--- src/rtl/seq_mult_sched_pkg.sv ---
// rtl/seq_mult_sched_pkg.sv - shared types, default widths and config checks for seq_mult_sched
package seq_mult_sched_pkg;

    localparam int SCHED_K         = 2;
    localparam int SCHED_MAX_WIDTH = 16;
    localparam int SCHED_P         = 2;
    localparam int SCHED_DIM_W     = 8;
    localparam int SCHED_ADDR_W    = 16;
    localparam int SCHED_BS_W      = $clog2(SCHED_MAX_WIDTH / SCHED_P) + 2;

    typedef enum logic [2:0] {
        S_IDLE,
        S_FETCH,
        S_LOAD,
        S_ISSUE,
        S_WAIT,
        S_WRITE
    } sched_state_e;

    // A bitsize counts P-bit datapath steps; zero steps or more than the operand holds is unusable.
    function automatic logic bitsize_ok(input int bitsize, input int max_steps);
        return (bitsize != 0) && (bitsize <= max_steps);
    endfunction

endpackage

--- src/rtl/seq_mult_sched_if.sv ---
// rtl/seq_mult_sched_if.sv - datapath job/response and result stream bundle for seq_mult_sched
interface seq_mult_sched_if
    import seq_mult_sched_pkg::*;
#(
    parameter int K         = SCHED_K,
    parameter int MAX_WIDTH = SCHED_MAX_WIDTH,
    parameter int DIM_W     = SCHED_DIM_W,
    parameter int BS_W      = SCHED_BS_W
) ();

    logic                   dp_valid_o;
    logic                   dp_ready_i;
    logic [K*MAX_WIDTH-1:0] dp_row_o;
    logic [K*MAX_WIDTH-1:0] dp_col_o;
    logic [31:0]            dp_cin_o;
    logic [BS_W-1:0]        dp_bitsize_o;

    logic                   dp_valid_i;
    logic                   dp_ready_o;
    logic [31:0]            dp_result_i;

    logic                   res_valid_o;
    logic                   res_ready_i;
    logic [31:0]            res_data_o;
    logic [DIM_W-1:0]       res_m_o;
    logic [DIM_W-1:0]       res_n_o;

    modport master (
        output dp_valid_o, dp_row_o, dp_col_o, dp_cin_o, dp_bitsize_o,
        input  dp_ready_i,
        input  dp_valid_i, dp_result_i,
        output dp_ready_o,
        output res_valid_o, res_data_o, res_m_o, res_n_o,
        input  res_ready_i
    );

    modport slave (
        input  dp_valid_o, dp_row_o, dp_col_o, dp_cin_o, dp_bitsize_o,
        output dp_ready_i,
        output dp_valid_i, dp_result_i,
        input  dp_ready_o,
        input  res_valid_o, res_data_o, res_m_o, res_n_o,
        output res_ready_i
    );

endinterface

--- src/rtl/seq_mult_sched_loop_counter.sv ---
// rtl/seq_mult_sched_loop_counter.sv - k/n/m loop counters and chunk address generation
module sched_loop_counter
    import seq_mult_sched_pkg::*;
#(
    parameter int DIM_W  = SCHED_DIM_W,
    parameter int ADDR_W = SCHED_ADDR_W
) (
    input  logic              clk_i,
    input  logic              rst_i,
    input  logic              clear_i,
    input  logic              adv_k_i,
    input  logic              adv_n_i,
    input  logic [DIM_W-1:0]  cfg_m_i,
    input  logic [DIM_W-1:0]  cfg_n_i,
    input  logic [DIM_W-1:0]  cfg_kt_i,
    output logic [DIM_W-1:0]  n_o,
    output logic [DIM_W-1:0]  m_o,
    output logic [ADDR_W-1:0] a_addr_o,
    output logic [ADDR_W-1:0] b_addr_o,
    output logic              k_last_o,
    output logic              n_last_o,
    output logic              m_last_o
);

    logic [DIM_W-1:0]  k_q, k_d;
    logic [DIM_W-1:0]  n_q, n_d;
    logic [DIM_W-1:0]  m_q, m_d;
    logic [ADDR_W-1:0] a_base_q, a_base_d;
    logic [ADDR_W-1:0] b_base_q, b_base_d;
    logic [ADDR_W-1:0] kt_step;

    assign kt_step  = ADDR_W'(cfg_kt_i);
    assign k_last_o = (k_q == cfg_kt_i - DIM_W'(1));
    assign n_last_o = (n_q == cfg_n_i - DIM_W'(1));
    assign m_last_o = (m_q == cfg_m_i - DIM_W'(1));
    assign n_o      = n_q;
    assign m_o      = m_q;

    // Bases step by KT per row/column, so m*KT and n*KT never need a multiplier.
    assign a_addr_o = a_base_q + ADDR_W'(k_q);
    assign b_addr_o = b_base_q + ADDR_W'(k_q);

    always_comb begin
        k_d      = k_q;
        n_d      = n_q;
        m_d      = m_q;
        a_base_d = a_base_q;
        b_base_d = b_base_q;
        if (clear_i) begin
            k_d      = '0;
            n_d      = '0;
            m_d      = '0;
            a_base_d = '0;
            b_base_d = '0;
        end else if (adv_n_i) begin
            k_d = '0;
            if (n_last_o) begin
                n_d      = '0;
                b_base_d = '0;
                m_d      = m_q + DIM_W'(1);
                a_base_d = a_base_q + kt_step;
            end else begin
                n_d      = n_q + DIM_W'(1);
                b_base_d = b_base_q + kt_step;
            end
        end else if (adv_k_i) begin
            k_d = k_q + DIM_W'(1);
        end
    end

    always_ff @(posedge clk_i or posedge rst_i) begin
        if (rst_i) begin
            k_q      <= '0;
            n_q      <= '0;
            m_q      <= '0;
            a_base_q <= '0;
            b_base_q <= '0;
        end else begin
            k_q      <= k_d;
            n_q      <= n_d;
            m_q      <= m_d;
            a_base_q <= a_base_d;
            b_base_q <= b_base_d;
        end
    end

endmodule

--- src/rtl/seq_mult_sched.sv ---
// rtl/seq_mult_sched.sv - tiled matrix-product sequencer for one seq_mult_adder datapath (option: SEQ_MULT_SCHED_PERF_EN)
module seq_mult_sched
    import seq_mult_sched_pkg::*;
#(
    parameter int K         = SCHED_K,
    parameter int MAX_WIDTH = SCHED_MAX_WIDTH,
    parameter int P         = SCHED_P,
    parameter int DIM_W     = SCHED_DIM_W,
    parameter int ADDR_W    = SCHED_ADDR_W,
    parameter int BS_W      = $clog2(MAX_WIDTH / P) + 2
) (
    input  logic                   clk_i,
    input  logic                   rst_i,
    input  logic                   start_i,
    input  logic [DIM_W-1:0]       cfg_m_i,
    input  logic [DIM_W-1:0]       cfg_n_i,
    input  logic [DIM_W-1:0]       cfg_kt_i,
    input  logic [BS_W-1:0]        cfg_bitsize_i,
    output logic                   busy_o,
    output logic                   done_o,
    output logic                   err_o,
    output logic                   mem_req_o,
    output logic [ADDR_W-1:0]      a_addr_o,
    output logic [ADDR_W-1:0]      b_addr_o,
    input  logic [K*MAX_WIDTH-1:0] a_data_i,
    input  logic [K*MAX_WIDTH-1:0] b_data_i,
    seq_mult_sched_if.master       bus
`ifdef SEQ_MULT_SCHED_PERF_EN
    ,
    output logic [31:0]            perf_cycles_o,
    output logic [31:0]            perf_stall_o
`endif
);

    localparam int MAX_STEPS = MAX_WIDTH / P;

    sched_state_e           state_q, state_d;
    logic                   busy_q, busy_d;
    logic                   done_q, done_d;
    logic                   err_q, err_d;
    logic                   mem_req_q, mem_req_d;
    logic                   dp_valid_q, dp_valid_d;
    logic                   dp_ready_q, dp_ready_d;
    logic                   res_valid_q, res_valid_d;
    logic [DIM_W-1:0]       cfg_m_q, cfg_m_d;
    logic [DIM_W-1:0]       cfg_n_q, cfg_n_d;
    logic [DIM_W-1:0]       cfg_kt_q, cfg_kt_d;
    logic [BS_W-1:0]        bitsize_q, bitsize_d;
    logic [K*MAX_WIDTH-1:0] row_q, row_d;
    logic [K*MAX_WIDTH-1:0] col_q, col_d;
    logic [31:0]            cin_q, cin_d;
    logic [31:0]            res_data_q, res_data_d;

    logic                   clear, adv_k, adv_n;
    logic                   k_last, n_last, m_last;
    logic [DIM_W-1:0]       n_cnt, m_cnt;
    logic                   cfg_zero, cfg_bad, accept;

    assign cfg_zero = (cfg_m_i == '0) || (cfg_n_i == '0) || (cfg_kt_i == '0);
    assign cfg_bad  = !bitsize_ok(int'(cfg_bitsize_i), MAX_STEPS);
    assign accept   = (state_q == S_IDLE) && start_i && !cfg_zero && !cfg_bad;

    sched_loop_counter #(
        .DIM_W  (DIM_W),
        .ADDR_W (ADDR_W)
    ) u_loop (
        .clk_i    (clk_i),
        .rst_i    (rst_i),
        .clear_i  (clear),
        .adv_k_i  (adv_k),
        .adv_n_i  (adv_n),
        .cfg_m_i  (cfg_m_q),
        .cfg_n_i  (cfg_n_q),
        .cfg_kt_i (cfg_kt_q),
        .n_o      (n_cnt),
        .m_o      (m_cnt),
        .a_addr_o (a_addr_o),
        .b_addr_o (b_addr_o),
        .k_last_o (k_last),
        .n_last_o (n_last),
        .m_last_o (m_last)
    );

    always_comb begin
        state_d    = state_q;
        busy_d     = busy_q;
        done_d     = 1'b0;
        err_d      = 1'b0;
        cfg_m_d    = cfg_m_q;
        cfg_n_d    = cfg_n_q;
        cfg_kt_d   = cfg_kt_q;
        bitsize_d  = bitsize_q;
        row_d      = row_q;
        col_d      = col_q;
        cin_d      = cin_q;
        res_data_d = res_data_q;
        clear      = 1'b0;
        adv_k      = 1'b0;
        adv_n      = 1'b0;
        case (state_q)
            S_IDLE: begin
                if (start_i) begin
                    if (cfg_zero) begin
                        done_d = 1'b1;
                    end else if (cfg_bad) begin
                        err_d = 1'b1;
                    end else begin
                        cfg_m_d   = cfg_m_i;
                        cfg_n_d   = cfg_n_i;
                        cfg_kt_d  = cfg_kt_i;
                        bitsize_d = cfg_bitsize_i;
                        cin_d     = '0;
                        clear     = 1'b1;
                        busy_d    = 1'b1;
                        state_d   = S_FETCH;
                    end
                end
            end
            S_FETCH: state_d = S_LOAD;
            S_LOAD: begin
                row_d   = a_data_i;
                col_d   = b_data_i;
                state_d = S_ISSUE;
            end
            S_ISSUE: begin
                if (bus.dp_ready_i) state_d = S_WAIT;
            end
            S_WAIT: begin
                if (bus.dp_valid_i) begin
                    if (!k_last) begin
                        cin_d   = bus.dp_result_i;
                        adv_k   = 1'b1;
                        state_d = S_FETCH;
                    end else begin
                        res_data_d = bus.dp_result_i;
                        state_d    = S_WRITE;
                    end
                end
            end
            S_WRITE: begin
                if (bus.res_ready_i) begin
                    cin_d = '0;
                    if (m_last && n_last) begin
                        clear   = 1'b1;
                        done_d  = 1'b1;
                        busy_d  = 1'b0;
                        state_d = S_IDLE;
                    end else begin
                        adv_n   = 1'b1;
                        state_d = S_FETCH;
                    end
                end
            end
            default: state_d = S_IDLE;
        endcase
        // Strobes are registered from the next state so they line up with state_q.
        mem_req_d   = (state_d == S_FETCH);
        dp_valid_d  = (state_d == S_ISSUE);
        dp_ready_d  = (state_d == S_WAIT);
        res_valid_d = (state_d == S_WRITE);
    end

    always_ff @(posedge clk_i or posedge rst_i) begin
        if (rst_i) begin
            state_q     <= S_IDLE;
            busy_q      <= 1'b0;
            done_q      <= 1'b0;
            err_q       <= 1'b0;
            mem_req_q   <= 1'b0;
            dp_valid_q  <= 1'b0;
            dp_ready_q  <= 1'b0;
            res_valid_q <= 1'b0;
            cfg_m_q     <= '0;
            cfg_n_q     <= '0;
            cfg_kt_q    <= '0;
            bitsize_q   <= '0;
            row_q       <= '0;
            col_q       <= '0;
            cin_q       <= '0;
            res_data_q  <= '0;
        end else begin
            state_q     <= state_d;
            busy_q      <= busy_d;
            done_q      <= done_d;
            err_q       <= err_d;
            mem_req_q   <= mem_req_d;
            dp_valid_q  <= dp_valid_d;
            dp_ready_q  <= dp_ready_d;
            res_valid_q <= res_valid_d;
            cfg_m_q     <= cfg_m_d;
            cfg_n_q     <= cfg_n_d;
            cfg_kt_q    <= cfg_kt_d;
            bitsize_q   <= bitsize_d;
            row_q       <= row_d;
            col_q       <= col_d;
            cin_q       <= cin_d;
            res_data_q  <= res_data_d;
        end
    end

    assign busy_o           = busy_q;
    assign done_o           = done_q;
    assign err_o            = err_q;
    assign mem_req_o        = mem_req_q;
    assign bus.dp_valid_o   = dp_valid_q;
    assign bus.dp_row_o     = row_q;
    assign bus.dp_col_o     = col_q;
    assign bus.dp_cin_o     = cin_q;
    assign bus.dp_bitsize_o = bitsize_q;
    assign bus.dp_ready_o   = dp_ready_q;
    assign bus.res_valid_o  = res_valid_q;
    assign bus.res_data_o   = res_data_q;
    assign bus.res_m_o      = m_cnt;
    assign bus.res_n_o      = n_cnt;

`ifdef SEQ_MULT_SCHED_PERF_EN
    logic [31:0] perf_cycles_q, perf_cycles_d;
    logic [31:0] perf_stall_q, perf_stall_d;
    logic        stall_now;

    assign stall_now = ((state_q == S_ISSUE) && !bus.dp_ready_i) ||
                       ((state_q == S_WRITE) && !bus.res_ready_i);

    always_comb begin
        perf_cycles_d = perf_cycles_q;
        perf_stall_d  = perf_stall_q;
        if (accept) begin
            perf_cycles_d = '0;
            perf_stall_d  = '0;
        end else begin
            if (busy_q && (perf_cycles_q != '1)) perf_cycles_d = perf_cycles_q + 32'd1;
            if (stall_now && (perf_stall_q != '1)) perf_stall_d = perf_stall_q + 32'd1;
        end
    end

    always_ff @(posedge clk_i or posedge rst_i) begin
        if (rst_i) begin
            perf_cycles_q <= '0;
            perf_stall_q  <= '0;
        end else begin
            perf_cycles_q <= perf_cycles_d;
            perf_stall_q  <= perf_stall_d;
        end
    end

    assign perf_cycles_o = perf_cycles_q;
    assign perf_stall_o  = perf_stall_q;
`endif

endmodule

--- src/flat_wrapper.sv ---
// flat-port wrapper written by rule: the top's interface ports become plain ports
module seq_mult_sched_flat import seq_mult_sched_pkg::*;
#(
    parameter int K         = SCHED_K,
    parameter int MAX_WIDTH = SCHED_MAX_WIDTH,
    parameter int P         = SCHED_P,
    parameter int DIM_W     = SCHED_DIM_W,
    parameter int ADDR_W    = SCHED_ADDR_W,
    parameter int BS_W      = $clog2(MAX_WIDTH / P) + 2
)
  (clk_i, rst_i, start_i, cfg_m_i, cfg_n_i, cfg_kt_i, cfg_bitsize_i, busy_o, done_o, err_o, mem_req_o, a_addr_o, b_addr_o, a_data_i, b_data_i, bus_dp_valid_o, bus_dp_row_o, bus_dp_col_o, bus_dp_cin_o, bus_dp_bitsize_o, bus_dp_ready_i, bus_dp_valid_i, bus_dp_result_i, bus_dp_ready_o, bus_res_valid_o, bus_res_data_o, bus_res_m_o, bus_res_n_o, bus_res_ready_i);
  seq_mult_sched_if #(.K(K), .MAX_WIDTH(MAX_WIDTH), .DIM_W(DIM_W), .BS_W(BS_W)) bus_i ();
  input  logic clk_i;
  input  logic rst_i;
  input  logic start_i;
  input  logic [DIM_W-1:0] cfg_m_i;
  input  logic [DIM_W-1:0] cfg_n_i;
  input  logic [DIM_W-1:0] cfg_kt_i;
  input  logic [BS_W-1:0] cfg_bitsize_i;
  output logic busy_o;
  output logic done_o;
  output logic err_o;
  output logic mem_req_o;
  output logic [ADDR_W-1:0] a_addr_o;
  output logic [ADDR_W-1:0] b_addr_o;
  input  logic [K*MAX_WIDTH-1:0] a_data_i;
  input  logic [K*MAX_WIDTH-1:0] b_data_i;
  output wire logic [$bits(bus_i.dp_valid_o)-1:0] bus_dp_valid_o;
  output wire logic [$bits(bus_i.dp_row_o)-1:0] bus_dp_row_o;
  output wire logic [$bits(bus_i.dp_col_o)-1:0] bus_dp_col_o;
  output wire logic [$bits(bus_i.dp_cin_o)-1:0] bus_dp_cin_o;
  output wire logic [$bits(bus_i.dp_bitsize_o)-1:0] bus_dp_bitsize_o;
  input wire logic [$bits(bus_i.dp_ready_i)-1:0] bus_dp_ready_i;
  input wire logic [$bits(bus_i.dp_valid_i)-1:0] bus_dp_valid_i;
  input wire logic [$bits(bus_i.dp_result_i)-1:0] bus_dp_result_i;
  output wire logic [$bits(bus_i.dp_ready_o)-1:0] bus_dp_ready_o;
  output wire logic [$bits(bus_i.res_valid_o)-1:0] bus_res_valid_o;
  output wire logic [$bits(bus_i.res_data_o)-1:0] bus_res_data_o;
  output wire logic [$bits(bus_i.res_m_o)-1:0] bus_res_m_o;
  output wire logic [$bits(bus_i.res_n_o)-1:0] bus_res_n_o;
  input wire logic [$bits(bus_i.res_ready_i)-1:0] bus_res_ready_i;
  assign bus_dp_valid_o = bus_i.dp_valid_o;
  assign bus_dp_row_o = bus_i.dp_row_o;
  assign bus_dp_col_o = bus_i.dp_col_o;
  assign bus_dp_cin_o = bus_i.dp_cin_o;
  assign bus_dp_bitsize_o = bus_i.dp_bitsize_o;
  assign bus_i.dp_ready_i = bus_dp_ready_i;
  assign bus_i.dp_valid_i = bus_dp_valid_i;
  assign bus_i.dp_result_i = bus_dp_result_i;
  assign bus_dp_ready_o = bus_i.dp_ready_o;
  assign bus_res_valid_o = bus_i.res_valid_o;
  assign bus_res_data_o = bus_i.res_data_o;
  assign bus_res_m_o = bus_i.res_m_o;
  assign bus_res_n_o = bus_i.res_n_o;
  assign bus_i.res_ready_i = bus_res_ready_i;
  seq_mult_sched #(.K(K), .MAX_WIDTH(MAX_WIDTH), .P(P), .DIM_W(DIM_W), .ADDR_W(ADDR_W), .BS_W(BS_W)) u_core (.clk_i(clk_i), .rst_i(rst_i), .start_i(start_i), .cfg_m_i(cfg_m_i), .cfg_n_i(cfg_n_i), .cfg_kt_i(cfg_kt_i), .cfg_bitsize_i(cfg_bitsize_i), .busy_o(busy_o), .done_o(done_o), .err_o(err_o), .mem_req_o(mem_req_o), .a_addr_o(a_addr_o), .b_addr_o(b_addr_o), .a_data_i(a_data_i), .b_data_i(b_data_i), .bus(bus_i));
endmodule
--- config.mk ---
export PLATFORM = sky130hd
export DESIGN_NAME = seq_mult_sched_flat
export DESIGN_NICKNAME = d
export VERILOG_FILES = /design/src/rtl/seq_mult_sched_pkg.sv /design/src/rtl/seq_mult_sched_if.sv /design/src/rtl/seq_mult_sched_loop_counter.sv /design/src/rtl/seq_mult_sched.sv /design/src/flat_wrapper.sv
export SDC_FILE = /design/constraint.sdc
export NUM_CORES = 1
export LEC_CHECK = 0
export ABC_AREA = 1
export CORE_MARGIN = 3
export CORE_UTILIZATION = 45
export CTS_CLUSTER_SIZE = 20
export DETAILED_ROUTE_END_ITERATION = 6
export GPL_TIMING_DRIVEN = 1
export PLACE_DENSITY = 0.75
export SLEW_MARGIN = 10
export SYNTH_ARGS = -nofsm -noshare
export SYNTH_HDL_FRONTEND = slang
export SYNTH_SLANG_ARGS = --single-unit
export TNS_END_PERCENT = 1
--- constraint.sdc ---
create_clock -name clk_i -period 6.4 [get_ports clk_i]
set_input_delay 0.64 -clock clk_i [delete_from_list [all_inputs] [get_ports clk_i]]
set_output_delay 0.64 -clock clk_i [all_outputs]
set_load 0.005 [all_outputs]
==> metrics.yaml, run 1 <==
placed_design:
  preCtsSetupSlack_ns: 2.904
  port_buffers: 318
  dp_hpwl_um: 25640
  place_congestion: 0.9003
  dpl_cell_area_um2: 15420
worst_setup_path:
  slowest_stage: "clkdlybuf4s50_1"
  crit_fanout: 6
  crit_cells: 10
  worstRegToRegCells: 10
  arrival_ns: 3.43
  critical_path_class: "reg -> out"
  required_ns: 5.76
  startpoint_type: "flip-flop"
  r2r-start: "u_core.cfg_kt_q[0]"
  critPathMaxStageDelay_ns: 0.53
  worstSetupEndpointType: "primary output"
  reg2reg_to: "u_core.u_loop.k_q[1]"
  rrSetupSlack_ns: 2.93
  path_delay_family: "simple AND/OR/NAND/NOR gates"
  crit_buf_inv: 2
  path_cells: "ha_1 -> inv_1 -> fa_1 -> nand3b_1 -> and2_1 -> o221ai_1 -> nand2_1 -> nor2_1 -> xor2_1 -> clkdlybuf4s50_1"
floorplanning:
  rows: 59
  die_w_um: 169.4
  initial_core_util_pct: 45.98
  core-area_um2: 26130
  die_h_um: 169.4
  die_area_um2: 28700
  ioPinCount: 319
job:
  cap_violations: 0
synth:
  synth_cell_type_count: 49
  ys.flop_type: "dfrtp_1"
  synth_edf_count: 0
  syn-cell-area_um2: 12020
  synth_xor_area_share_pct: 6.039
  synth.area.mux_share_pct: 6.081
  yosys.area_share.simple_pct: 24.03
  async_flop_share_pct: 100.0
  synth_nets: 1581
  synth_fa_ha_area_share_pct: 4.623
  ys_ff_latch: 223
  syn_area_per_cell_um2: 8.534
  yosys_warnings: 0
  synth_top_family_by_area: "simple AND/OR/NAND/NOR gates"
  synthCells: 1408
  synth_compound_area_share_pct: 6.216
  synth_top_cell_area_share_pct: 46.44
  synth_seq_area_share_pct: 46.44
  synthTopCellsByArea: "dfrtp_1, nand2_1, mux2_2"
  synth_area_leader_cell: "dfrtp_1"
clock_tree:
  worstSkewPairLatency_ns: 0.54
  postCtsSetupRepairBufs: 0
  cts_tree: "yes"
  htreeDepth: 1
  clk_pin_slew_worst_paths_ns: 0.06
  cts_sinks: 223
  ctsResizeCount: 0
  postCtsHoldBufs: 0
  clk_path_buf_depth: 3
  numCtsBuffers: 26
  root_buffer: "clkbuf_16"
cells_and_area:
  final_common_cell: "nand2_1"
  fin_area_um2: 16310
  fill_cells: 2239
  drive_gt1_share_pct: 8.859
  nNetsFinal: 1880
  final-seq-area_um2: 5580
  final_cell_mix: "nand2_1, clkdlybuf4s50_1, dfrtp_1"
  area_growth_pct: 35.77
  multiInputGateArea_um2: 5649
global_route:
  grt_pass1_wl_um: 56380
  grt_pass1_vias: 10547
  grt_max_degree: 189
  track_usage_pct: 24.13
  grt-ovfl-total: 0
  antenna_found_initial: 1
timing:
  whs_ns: 0.4765
  finalHoldViolations: 0
  worst_slack_ns: 2.326
  relSlewSlack_pct: 31.32
  drv_slew: 0
  final.period_utilization_pct: 63.66
  grt_setup_unrepaired: "false"
  setup_viol: 0
  tightest_slew_ns: 1.030
  fin_crit_ns: 4.074
  fmax_mhz: 245.5
  tns_ns: 0
  skew_ns: 0.01572
hold_path:
  min-delay-start: "u_core.bus.dp_bitsize_o[4]"
  hold_class: "reg -> reg"
  hold_depth: 2
  min_to: "u_core.bus.dp_bitsize_o[4]"
outcome:
  outcome: "complete, no violations"
detailed_routing:
  num_vias: 10745
  routed_via_density: 5.208
  drt_wl_total_um: 35340
  drtIter0Drc: 559
  wl_per_cell_um: 17.13
  drtAntennaViolNets: 0
  first_pass_iters: 5
  drc: 0
power:
  cellPowerDensity_nw_per_um2: 408.0
  ir_drop_v: 0.0002800
  p_leak_nw: 7.926
==> worst max-delay path by stage <==
stage | startpoint | end | slack [ns]
floorplan | rst_i | u_core.bus.dp_bitsize_o[0] | 2.85
global placement | u_core.u_loop.k_q[0] | b_addr_o[14] | 2.96
detailed placement | u_core.u_loop.k_q[0] | b_addr_o[12] | 2.90
CTS | u_core.u_loop.k_q[0] | b_addr_o[14] | 2.32
global route | u_core.u_loop.k_q[0] | b_addr_o[14] | 2.06
finish | u_core.u_loop.k_q[0] | b_addr_o[12] | 2.33
==> synth_stat cells, types with 7 or more instances <==
cell type,count
a21oi_1,36
buf_2,22
clkbuf_1,19
dfrtp_1,223
ha_1,38
inv_1,127
inv_2,12
mux2_2,64
nand2_1,352
nand3_1,133
nand4_1,31
nor2_1,95
nor2_2,7
nor3_1,17
o21ai_0,84
xnor2_1,23
xor2_1,58
==> through the flow <==
step | util [%] | power, W | instances
after floorplan | - | 0.003792 | 1408
after global placement | 59.01 | 0.005054 | 2014
after detailed placement | 59.01 | 0.005136 | 2014
after CTS | 62.42 | 0.006700 | 2062
after global routing | 62.43 | 0.007094 | 2063
final | 62.43 | 0.006657 | 2063
==> layer usage <==
metal  wire [um]  up-vias  global-route usage [%]
met2       16850      316                   39.30
met5           0        -                       0
li1            -     5183                       -
met1       15140     5160                   32.68
met4        1576        0                   9.175
met3        1771       86                   3.843
==> power by group <==
group	internal, W	switching [W]	leakage [nW]
Sequential	0.00184	0.000383	2.90
Combinational	0.00150	0.00140	4.59
Clock	0.000917	0.000615	0.438
==> logic make-up after synthesis <==
logic type,Yosys count
buffers and inverters,194
AO/OA/AOI/OAI,140
adder cells (fa/ha/maj),42
XOR/XNOR,82
flip-flops,223
multiplexers,65
AND/OR/NAND/NOR,662
==> flip-flops by register name, indices dropped and copies added, names as in the netlist, 16 cells and up <==
name / flops
u_core.bus.dp_cin_o: 32
u_core.bus.dp_col_o: 32
u_core.bus.dp_row_o: 32
u_core.bus.res_data_o: 32
u_core.u_loop.a_base_q: 16
u_core.u_loop.b_base_q: 16
==> layout make-up <==
cell class / instances / share of cell area [%]
Multi-Input combinational cell: 991 / 34.63
Sequential cell: 223 / 34.21
Timing Repair Buffer: 323 / 19.82
Clock buffer: 33 / 4.395
Inverter: 142 / 3.305
Tap cell: 335 / 2.569
Clock inverter: 15 / 1.066
Antenna cell: 1 / 0.01534
==> worst register-to-register path: stages, from the launching register on <==
cell,delay [ns]
dfrtp_1,0.49
inv_1,0.15
ha_1,0.27
xnor2_1,0.22
xor2_1,0.16
nand3_1,0.10
nor2_1,0.27
nand2_4,0.35
nand2_4,0.46
nand2_2,0.53
o21ai_0,0.36
Note: power is estimated with default switching activity, not from simulation.
==> run 2: changes to the inputs <==
==> constraint.sdc (replaced) <==
create_clock -name clk_i -period 3.42 [get_ports clk_i]
set_input_delay 0.342 -clock clk_i [delete_from_list [all_inputs] [get_ports clk_i]]
set_output_delay 0.342 -clock clk_i [all_outputs]
set_load 0.005 [all_outputs]
==> run 2 against run 1 <==
  * Flip-flop and latch count unchanged
  * Via count is 1.1% higher
  * Total power rose by 92%
  * Routed wire length rose by 3.6%
  * Cell count is 0.73% higher
  * Count of clock-buffer cells in the layout shrank 1
  * Non-clock buffer count increased by 17
==> metrics.yaml, run 2 (synthesis results as in run 1) <==
worst_setup_path:
  required_ns: 3.08
  worstRegToRegCells: 10
  critical_path_class: "reg -> out"
  r2r-start: "u_core.cfg_kt_q[1]"
  crit_start: "u_core.u_loop.k_q[1]"
  startpoint_type: "flip-flop"
  rrSetupSlack_ns: 0.62
  arrival_ns: 3.01
  cp-endpoint: "b_addr_o[15]"
  worstSetupEndpointType: "primary output"
  crit_fanout: 3
  reg2reg_to: "u_core.u_loop.k_q[1]"
global_route:
  grt_max_degree: 73
  grt_pass1_vias: 10777
  grt_pass1_wl_um: 57480
  antenna_found_initial: 0
  track_usage_pct: 24.79
  grt-ovfl-total: 0
detailed_routing:
  drtAntennaViolNets: 0
  routed_via_density: 5.226
  drt_wl_total_um: 36620
  drc: 0
  wl_per_cell_um: 17.62
  first_pass_iters: 5
  drtIter0Drc: 960
  num_vias: 10859
timing:
  worst_slack_ns: 0.06809
  skew_ns: 0.01527
  fin_crit_ns: 3.352
  tightest_slew_ns: 0.8319
  finalHoldViolations: 0
  setup_viol: 0
  final.period_utilization_pct: 98.01
  fmax_mhz: 298.3
  relSlewSlack_pct: 44.54
  grt_setup_unrepaired: "true"
  drv_slew: 0
job:
  cap_violations: 0
clock_tree:
  root_buffer: "clkbuf_16"
  worstSkewPairLatency_ns: 0.54
  cts_sinks: 223
  cts_tree: "yes"
  numCtsBuffers: 26
  postCtsHoldBufs: 0
  htreeDepth: 1
  clk_pin_slew_worst_paths_ns: 0.06
  clk_path_buf_depth: 3
hold_path:
  hold_class: "in -> async"
placed_design:
  dp_hpwl_um: 26300
  port_buffers: 318
  preCtsSetupSlack_ns: 0.3107
  place_congestion: 0.9079
  dpl_cell_area_um2: 15540
floorplanning:
  ioPinCount: 319
  die_w_um: 169.4
  die_h_um: 169.4
  die_area_um2: 28700
  rows: 59
  initial_core_util_pct: 45.98
  core-area_um2: 26130
cells_and_area:
  multiInputGateArea_um2: 5725
  final-seq-area_um2: 5583
  final_cell_mix: "nand2_1, clkdlybuf4s50_1, dfrtp_1"
  nNetsFinal: 1897
  fin_area_um2: 16630
  fill_cells: 2196
  drive_gt1_share_pct: 10.56
  area_growth_pct: 38.38
  diodes: 0
  final_common_cell: "nand2_1"
power:
  cellPowerDensity_nw_per_um2: 769.8
  ir_drop_v: 0.0006171
  p_leak_nw: 8.183
outcome:
  outcome: "complete, no violations"
## run 2: cell types whose count changed in the layout (fill, tap and decap cells not counted), moves of 3 or more
cell,previous run,this run
clkdlybuf4s50_1,318,311
dlymetal6s2s_1,0,5
clkinv_2,7,4
buf_4,4,19
nor2_1,95,92
bufinv_16,3,7
nor2_2,7,10
## run 2: cell type report
| class | count | area share, % |
|---|---|---|
| clock buffers | 32 | 4.169 |
| multi-input cells | 991 | 34.43 |
| clock inverters | 15 | 1.640 |
| flip-flops and latches | 223 | 33.57 |
| repair buffers | 340 | 20.42 |
| inverters | 142 | 3.243 |
| well taps | 335 | 2.521 |
## run 2: worst max-delay path: stages, from the launching register on
cell and delay [ns]:
dfrtp_2 0.41, buf_4 0.15, ha_1 0.27, nand3_1 0.06
nand2_1 0.14, nand2_1 0.07, o211ai_1 0.14, nand2_1 0.15
a21oi_4 0.23, nand3_1 0.15, xor2_2 0.18, clkdlybuf4s50_1 0.54
## run 2: how the worst min path moves through the flow
stage	endpoint	cells after the start
after floorplan	u_core.bus.dp_bitsize_o[0]	2
after global placement	u_core.bus.dp_bitsize_o[4]	2
after detailed placement	u_core.busy_o	2
after CTS	u_core.bus.dp_row_o[8]	2
after global routing	u_core.bus.dp_col_o[17]	2
final	u_core.bus.dp_row_o[29]	2
## run 2: where the power goes
group	switching, W	internal (W)
Sequential	0.000678	0.00345
Combinational	0.00268	0.00285
Clock	0.00117	0.00197
## run 2: per-stage QoR
step                      hold slack [ns]  TNS, ns  util (%)  total power, W  cells
after floorplan                    0.4516        0         -        0.007096   1408
after global placement             0.4494        0     59.48        0.009493   2027
after detailed placement           0.4752        0     59.48        0.009630   2027
after CTS                          0.2916        0     63.45         0.01287   2077
after global routing               0.3454  -0.4288     63.63         0.01364   2078
final                              0.2938        0     63.63         0.01280   2078
## run 2: layer usage
metal	track usage (%)	routed length (um)
met3	4.216	2139
met4	9.353	1428
met2	40.70	17470
met1	33.18	15590
met5	0	0
## run 2: timing repair
action	CTS	global route
buffers inserted	3	1
endpoints found under the hold margin	0	0
resized for setup	16	11
gates cloned	0	0
pin swaps	3	3
setup endpoints to repair	10	10
